## config.mk

```make
export PLATFORM = sky130hd
export DESIGN_NAME = xbar_bank_arbiter
export DESIGN_NICKNAME = d
export VERILOG_FILES = /design/src/rtl/xbar_bank_arbiter.sv
export SDC_FILE = /design/constraint.sdc
export NUM_CORES = 1
export LEC_CHECK = 0
export CAP_MARGIN = 20
export CORE_MARGIN = 3
export CORE_UTILIZATION = 34
export DETAILED_ROUTE_END_ITERATION = 12
export MAX_ROUTING_LAYER = met4
export PLACE_DENSITY = 0.77
export SKIP_CTS_REPAIR_TIMING = 1
export SLEW_MARGIN = 5
export SYNTH_ARGS = -nofsm -noshare
export SYNTH_HDL_FRONTEND = slang
export SYNTH_SLANG_ARGS = --single-unit
```

## constraint.sdc

```tcl
create_clock -name clk -period 2.1 [get_ports clk]
set_clock_uncertainty 0.05 [all_clocks]
set_input_delay 0.63 -clock clk [delete_from_list [all_inputs] [get_ports clk]]
set_output_delay 0.63 -clock clk [all_outputs]
set_load 0.01 [all_outputs]
```

## src/rtl/xbar_bank_arbiter.sv

```systemverilog
// Per-bank round-robin arbiter: picks one of NumReq upstream channels and
// registers its payload in a single output slot with full-throughput valid/ready.
module xbar_bank_arbiter #(
    parameter int NumReq       = 3,
    parameter int PayloadWidth = 64,
    parameter int SrcWidth     = $clog2(NumReq)
) (
    input  logic                           clk,
    input  logic                           rst_n,
    input  logic [NumReq-1:0]              req_valid,
    output logic [NumReq-1:0]              req_ready,
    input  logic [NumReq*PayloadWidth-1:0] req_payload,
    output logic                           bank_req_valid,
    input  logic                           bank_req_ready,
    output logic [PayloadWidth-1:0]        bank_req_payload,
    output logic [SrcWidth-1:0]            bank_req_src,
    output logic [SrcWidth-1:0]            rr_ptr
);

    // Handshake (both sides): a beat moves on a rising edge where valid and
    // ready are both high; valid never waits on ready, and a stalled output
    // beat keeps payload/src stable until accepted.

    logic                    bank_req_valid_q, bank_req_valid_d;
    logic [PayloadWidth-1:0] bank_req_payload_q, bank_req_payload_d;
    logic [SrcWidth-1:0]     bank_req_src_q, bank_req_src_d;
    logic [SrcWidth-1:0]     rr_ptr_q, rr_ptr_d;

    logic                    slot_free;
    logic                    grant_vld;
    logic [SrcWidth-1:0]     grant_idx;
    logic [PayloadWidth-1:0] grant_payload;
    logic                    xfer;
    logic [NumReq-1:0]       grant_ready;

    // Gated by rst_n so nothing is accepted while the slot is held in reset.
    assign slot_free = rst_n & (~bank_req_valid_q | bank_req_ready);

    // Two passes: indices at/above the pointer first, then the wrapped-around ones.
    always_comb begin
        grant_vld = 1'b0;
        grant_idx = '0;
        for (int j = 0; j < NumReq; j++) begin
            if (!grant_vld && (j >= int'(rr_ptr_q)) && req_valid[j]) begin
                grant_vld = 1'b1;
                grant_idx = SrcWidth'(j);
            end
        end
        for (int j = 0; j < NumReq; j++) begin
            if (!grant_vld && (j < int'(rr_ptr_q)) && req_valid[j]) begin
                grant_vld = 1'b1;
                grant_idx = SrcWidth'(j);
            end
        end
    end

    always_comb begin
        grant_payload = '0;
        for (int j = 0; j < NumReq; j++) begin
            if (grant_idx == SrcWidth'(j)) begin
                grant_payload = req_payload[j*PayloadWidth +: PayloadWidth];
            end
        end
    end

    assign xfer = grant_vld & slot_free;

    always_comb begin
        grant_ready = '0;
        for (int j = 0; j < NumReq; j++) begin
            grant_ready[j] = xfer && (grant_idx == SrcWidth'(j));
        end
    end

    always_comb begin
        bank_req_valid_d   = bank_req_valid_q;
        bank_req_payload_d = bank_req_payload_q;
        bank_req_src_d     = bank_req_src_q;
        rr_ptr_d           = rr_ptr_q;
        if (xfer) begin
            bank_req_valid_d   = 1'b1;
            bank_req_payload_d = grant_payload;
            bank_req_src_d     = grant_idx;
            // Explicit wrap: NumReq need not be a power of two.
            rr_ptr_d           = (grant_idx == SrcWidth'(NumReq - 1)) ? '0
                                                                      : grant_idx + SrcWidth'(1);
        end else if (bank_req_ready) begin
            bank_req_valid_d = 1'b0;
        end
    end

    always_ff @(posedge clk or negedge rst_n) begin
        if (!rst_n) begin
            bank_req_valid_q   <= 1'b0;
            bank_req_payload_q <= '0;
            bank_req_src_q     <= '0;
            rr_ptr_q           <= '0;
        end else begin
            bank_req_valid_q   <= bank_req_valid_d;
            bank_req_payload_q <= bank_req_payload_d;
            bank_req_src_q     <= bank_req_src_d;
            rr_ptr_q           <= rr_ptr_d;
        end
    end

    assign req_ready        = grant_ready;
    assign bank_req_valid   = bank_req_valid_q;
    assign bank_req_payload = bank_req_payload_q;
    assign bank_req_src     = bank_req_src_q;
    assign rr_ptr           = rr_ptr_q;

    a_ready_onehot : assert property (@(posedge clk) disable iff (!rst_n)
        $onehot0(req_ready));
    a_ready_needs_valid : assert property (@(posedge clk) disable iff (!rst_n)
        (req_ready & ~req_valid) == '0);
    a_src_in_range : assert property (@(posedge clk) disable iff (!rst_n)
        int'(bank_req_src_q) < NumReq);
    a_stall_hold : assert property (@(posedge clk) disable iff (!rst_n)
        (bank_req_valid_q && !bank_req_ready) |=>
            (bank_req_valid_q && $stable(bank_req_payload_q) && $stable(bank_req_src_q)));

endmodule

```

==> flow_metrics.env, run 1 <==
export IMPL_path_buf_inv=3
export IMPL_crit_start="req_valid[2]"
export IMPL_whs_ns=0.431
export IMPL_layout_min_cycle_time_ns=2.24
export IMPL_cts_buffers=9
export IMPL_grt_pass1_wl_mm=27.0
export IMPL_leakagePower_nw=3.06
export IMPL_fin_crit_sh=1.06
export IMPL_clk_latency_ns=0.32
export IMPL_synthesis_area_um2=4480
export IMPL_power_density_nw_per_um2=779
export IMPL_dpl_cell_area_um2=7350
export IMPL_crit_required_ns=1.42
export IMPL_critPathMaxStageDelay_ns=0.27
export IMPL_crit_path_max_fanout=6
export IMPL_slew_headroom=0.283
export IMPL_drt_iter0_drc=382
export IMPL_synthCells=536
export IMPL_core_area_um2=12700
export IMPL_fmax_mhz=447
export IMPL_ant_nets=0
export IMPL_r2r_worst_path_cells=5
export IMPL_violations="setup timing"
export IMPL_fp_dieArea_um2=14600
export IMPL_synth_top_cell_by_area="dfrtp_1"
export IMPL_clock_sinks=69
export IMPL_grt_use_total=0.238
export IMPL_worst_path_stages=6
export IMPL_hp_class="reg -> reg"
export IMPL_numPortBuffers=269
export IMPL_reg2reg_slack_ns=-0.02
export IMPL_area_growth_pct=72.4
export IMPL_die_h_um=121
export IMPL_gp_congestion=0.829
export IMPL_worstPathArrival_ns=1.56
export IMPL_cp_cell_sequence="dlymetal6s2s_1, o31ai_4, nand2b_4, buf_6, nor2_2, buf_2"
export IMPL_setup_ws_ns=-0.135
export IMPL_drive_above_1_share=0.163
export IMPL_hold_viol_final=0
export IMPL_rsz0062_at_grt="yes"
export IMPL_synthDistinctLibCells=24
export IMPL_peakVddDrop_v=0.000352
export IMPL_h_tree_depth=3
export IMPL_synth_top_area_frac=0.386
export IMPL_cpMaxStageDelayCell="o31ai_4"
export IMPL_worstMarginPinSlew_ns=1.08
export IMPL_status="complete, but fails checks"
export IMPL_whs_path_depth=2
export IMPL_cts_clk_slew_worst_paths_ns=0.05
export IMPL_finalWirelength_mm=17.2
export IMPL_dr_total_vias=5147
export IMPL_reg2reg_to="bank_req_payload[46]$_DFFE_PN0P_"
export IMPL_clk_path_buf_depth=2
export IMPL_route_detailed_drc=0
export IMPL_cts_tree="yes"
export IMPL_cp_start_kind="input port"
export IMPL_avgViaCountPerCell=5.32
export IMPL_hpwl_mm=12.5
export IMPL_grt_pass1_vias=5340
export IMPL_postSynthAreaPerCell_um2=8.35
export IMPL_finalSetupViolCount=5
export IMPL_ys_warnings_count=0
export IMPL_die_w_um=121
export IMPL_crit_type="in -> out"
export IMPL_firstDrtPassIters=5
export IMPL_ioPinCount=270
export IMPL_synth_net_count=734
export IMPL_synthTopCellsByArea="dfrtp_1, a211oi_2, nand2_1"
export IMPL_grt_max_degree=70
export IMPL_routedWlPerCell_um=17.8
export IMPL_postLayoutCellArea_um2=7720
export IMPL_r2r_start="rr_ptr[0]$_DFFE_PN0P_"
export IMPL_drv_cap=0
export IMPL_start_util=0.352
export IMPL_antennaDiodeCount=0
export IMPL_grt_ovfl_total=0
export IMPL_rows=41
export IMPL_antenna_found_initial=0
export IMPL_root_buffer="clkbuf_16"
export IMPL_end_kind="primary output"
export IMPL_synth_seq_cells=69
export IMPL_seq_area_frac_synth=0.386
export IMPL_layout_nets=990
export IMPL_maxSlewViolCount=0
export IMPL_crit_end="req_ready[0]"
export IMPL_crit_family="buffers and inverters"
export IMPL_nFillCells=1107
## kinds of logic (layout without fill, tap and decap cells)
kind of cell,count (synthesis),in the layout,synth area share
buf+inv,58,318,0.0777
simple gates,144,144,0.131
flops,69,69,0.386
compound gates,265,265,0.406
## stage by stage
step	worst slack (ns)	setup TNS (ns)	util	power, W	instances
2_1_floorplan	0.00114	0	-	0.00314	536
5_1_grt	-0.195	-1.50	0.607	0.00635	968
3_3_place_gp	-0.814	-17.42	0.578	0.00450	948
4_1_cts	-0.837	-2.52	0.600	0.00600	963
6_report	-0.135	-0.386	0.607	0.00601	968
3_5_place_dp	-0.827	-19.10	0.578	0.00456	948
## worst min-delay path by stage
stage	startpoint	end
final	bank_req_payload[12]$_DFFE_PN0P_	bank_req_payload[12]$_DFFE_PN0P_
after floorplan	rst_n	bank_req_payload[0]$_DFFE_PN0P_
after CTS	bank_req_payload[19]$_DFFE_PN0P_	bank_req_payload[19]$_DFFE_PN0P_
after global placement	bank_req_payload[47]$_DFFE_PN0P_	bank_req_payload[47]$_DFFE_PN0P_
after global routing	bank_req_payload[6]$_DFFE_PN0P_	bank_req_payload[6]$_DFFE_PN0P_
after detailed placement	bank_req_payload[19]$_DFFE_PN0P_	bank_req_payload[19]$_DFFE_PN0P_
## flip-flops by register name (all words and copies together), names as in the netlist
| name | count |
|---|---|
| rr_ptr | 2 |
| bank_req_payload | 64 |
| bank_req_valid | 1 |
| bank_req_src | 2 |
## cells in the mapped netlist
master,n
a211oi_1,4
a211oi_2,60
a21bo_2,1
a21o_1,3
a21oi_1,64
a31oi_1,1
buf_2,23
buf_4,3
buf_6,12
clkbuf_1,20
dfrtp_1,69
nand2_1,130
nand2b_1,2
nand2b_4,1
nor2_1,5
nor2b_1,2
nor3_1,1
nor3_2,1
nor3b_2,2
o21ai_0,62
o21ai_1,66
o31a_1,1
o31ai_1,2
o31ai_2,1
## routing by layer
layer	up-vias	track usage	wire, um
li1	2413	-	-
met1	2428	0.273	6620
met2	271	0.395	8400
met3	35	0.0683	1710
met4	0	0.0928	516
met5	-	-	0
## power breakdown
| part | switching [W] | internal [W] |
|---|---|---|
| sequential | 0.000199 | 0.00166 |
| combinational | 0.00131 | 0.00143 |
| clock | 0.000531 | 0.000888 |
## area by class of cell
class                      instances  area, um2  share of cell area
clock inverter                     1       5.00            0.000649
sequential                        69       1730               0.224
timing repair buffer             303       3010               0.390
clock buffer                      14        274              0.0355
multi-input combinational        409       2490               0.322
tap                              172        215              0.0279
## cell usage in the layout (no fill, tap or decap), drive strengths merged
cell,count
clkdlybuf4s50,260
nand2,130
o21ai,128
dfrtp,69
a21oi,64
a211oi,64
buf,40
clkbuf,14
nor2,5
nand2b,3
a21o,3
dlymetal6s2s,3
o31ai,3
nor2b,2
nor3b,2
nor3,2
a31oi,1
a21bo,1
o31a,1
clkinv,1
## worst reg2reg max path, delay by kind of cell, from the launching register on
family                 cells  cell delay, ns
DFF                        1            0.46
buffers and inverters      1            0.80
AOI/OAI and AO/OA          3            0.62
and+or+nand+nor            1            0.10
(Power assumes the default switching activity.)
==> run 2: changes to the inputs <==
--- a/config.mk
+++ b/config.mk
@@ -5,6 +5,7 @@
 export SDC_FILE = /design/constraint.sdc
 export NUM_CORES = 1
 export LEC_CHECK = 0
+export ABC_CLOCK_PERIOD_IN_PS = 2100
 export CAP_MARGIN = 20
 export CORE_MARGIN = 3
 export CORE_UTILIZATION = 34
==> results of run 2 <==
Same layout as run 1: the final DEF is identical, and so are final timing and power.
==> run 3: changes to the inputs <==
--- a/config.mk
+++ b/config.mk
@@ -10,6 +10,7 @@
 export CORE_MARGIN = 3
 export CORE_UTILIZATION = 34
 export DETAILED_ROUTE_END_ITERATION = 12
+export GPL_TIMING_DRIVEN = 0
 export MAX_ROUTING_LAYER = met4
 export PLACE_DENSITY = 0.77
 export SKIP_CTS_REPAIR_TIMING = 1
==> flow_metrics.env, run 3 (synthesized netlist as in run 1, its figures left out) <==
export IMPL_status="complete, but fails checks"
export IMPL_violations="setup timing"
export IMPL_drive_above_1_share=0.179
export IMPL_gp_congestion=0.906
export IMPL_grt_max_degree=37
export IMPL_peakVddDrop_v=0.000333
export IMPL_crit_type="in -> out"
export IMPL_largest_register_ffs=64
export IMPL_crit_path_max_fanout=7
export IMPL_cts_tree="yes"
export IMPL_dr_total_vias=5299
export IMPL_cp_cell_sequence="buf_12, o31ai_4, nand2b_4, buf_8, nor2_1, buf_2"
export IMPL_h_tree_depth=3
export IMPL_grt_pass1_wl_mm=28.5
export IMPL_layout_common_cells="clkdlybuf4s50_1, nand2_1, dfrtp_1"
export IMPL_fin_tns_setup_ns=-0.445
export IMPL_route_detailed_drc=0
export IMPL_end_kind="primary output"
export IMPL_layout_min_cycle_time_ns=2.26
export IMPL_cts_buffers=9
export IMPL_die_w_um=121
export IMPL_grt_pass1_vias=5452
export IMPL_power_density_nw_per_um2=792
export IMPL_ioPinCount=270
export IMPL_antenna_found_initial=0
export IMPL_reg2reg_slack_ns=0.24
export IMPL_leakagePower_nw=3.14
export IMPL_rsz0062_at_grt="yes"
export IMPL_cp_start_kind="input port"
export IMPL_hold_viol_final=0
export IMPL_avgViaCountPerCell=5.28
export IMPL_rows=41
export IMPL_die_h_um=121
export IMPL_start_util=0.352
export IMPL_crit_family="buffers and inverters"
export IMPL_slew_headroom=0.684
export IMPL_mostFrequentLayoutCell="clkdlybuf4s50_1"
export IMPL_maxSlewViolCount=0
export IMPL_fin_crit_sh=1.08
export IMPL_cts_clk_slew_worst_paths_ns=0.05
export IMPL_clock_sinks=69
export IMPL_drv_cap=0
export IMPL_firstDrtPassIters=5
export IMPL_post_place_ws_ns=-1.17
export IMPL_grt_ovfl_total=0
export IMPL_drt_iter0_drc=356
export IMPL_ant_nets=0
export IMPL_setup_ws_ns=-0.162
export IMPL_hpwl_mm=14.0
export IMPL_critPathMaxStageDelay_ns=0.27
export IMPL_nFillCells=1111
export IMPL_clk_latency_ns=0.33
export IMPL_grt_use_total=0.255
export IMPL_area_growth_pct=76.3
export IMPL_total_power_w=0.00625
export IMPL_numPortBuffers=268
export IMPL_fmax_mhz=442
export IMPL_layout_nets=1024
export IMPL_clk_path_buf_depth=2
export IMPL_hp_class="in -> async"
export IMPL_worstMarginPinSlew_ns=0.474
export IMPL_root_buffer="clkbuf_16"
export IMPL_fp_dieArea_um2=14600
export IMPL_cpMaxStageDelayCell="o31ai_4"
export IMPL_core_area_um2=12700
export IMPL_finalSetupViolCount=3
export IMPL_routedWlPerCell_um=18.6
export IMPL_worstPathArrival_ns=1.58
export IMPL_crit_required_ns=1.42
export IMPL_finalWirelength_mm=18.6
export IMPL_path_buf_inv=3
export IMPL_antennaDiodeCount=0
## run 3: changes by cell type in the layout (fill, tap and decap cells not counted), sizes merged
cell / previous run / this run
dlymetal6s2s: 3 / 1
clkinv: 1 / 3
bufinv: 0 / 1
clkbuf: 14 / 34
clkdlybuf4s50: 260 / 261
buf: 40 / 53
## run 3: stage by stage
step                      std cells  hold slack, ns  utilization  cell area, um2
after floorplan                 536           0.284            -            4500
after global placement          976           0.411        0.582            7400
after detailed placement        977           0.415        0.583            7420
after CTS                       993           0.219        0.608            7730
after global routing           1003          0.0810        0.620            7890
final                          1003          0.0822        0.620            7890
## run 3: worst paths after layout
path	start	end	cells after the start
min in group clk	bank_req_src[1]$_DFFE_PN0P_	bank_req_src[1]$_DFFE_PN0P_	1
max in group asynchronous	rst_n	rr_ptr[1]$_DFFE_PN0P_	2
min	rst_n	bank_req_payload[43]$_DFFE_PN0P_	1
max	req_valid[0]	req_ready[0]	6
max reg2reg	rr_ptr[1]$_DFFE_PN0P_	bank_req_payload[32]$_DFFE_PN0P_	6
min reg2reg	bank_req_src[1]$_DFFE_PN0P_	bank_req_src[1]$_DFFE_PN0P_	1
## run 3: power by group
group          total, W  internal, W  switching [W]
clock           0.00158      0.00101       0.000573
combinational   0.00279      0.00147        0.00132
sequential      0.00187      0.00166       0.000217
## run 3: metal layers
| metal | global-route usage | share of wire | vias up |
|---|---|---|---|
| met4 | 0.0899 | 0.027 | 0 |
| met5 | - | 0 | - |
| met2 | 0.426 | 0.49 | 267 |
| met3 | 0.0669 | 0.082 | 35 |
| met1 | 0.299 | 0.40 | 2515 |
| li1 | - | - | 2482 |
## run 3: worst reg2reg max path: cells and delay by family (launching register included)
family                 cells  cell delay (ns)
AO/OA/AOI/OAI              3             0.43
buffers and inverters      2             0.70
AND/OR/NAND/NOR            1             0.16
flip-flops                 1             0.40
## run 3: final cells by class
class | instances | area [um2] | share of cell area
Buffer | 55 | 362 | 0.0458
Clock buffer | 12 | 267 | 0.0338
Clock inverter | 4 | 45.0 | 0.00571
Multi-Input combinational cell | 409 | 2460 | 0.311
Sequential cell | 69 | 1730 | 0.219
Tap cell | 172 | 215 | 0.0273
Timing Repair Buffer | 282 | 2820 | 0.357
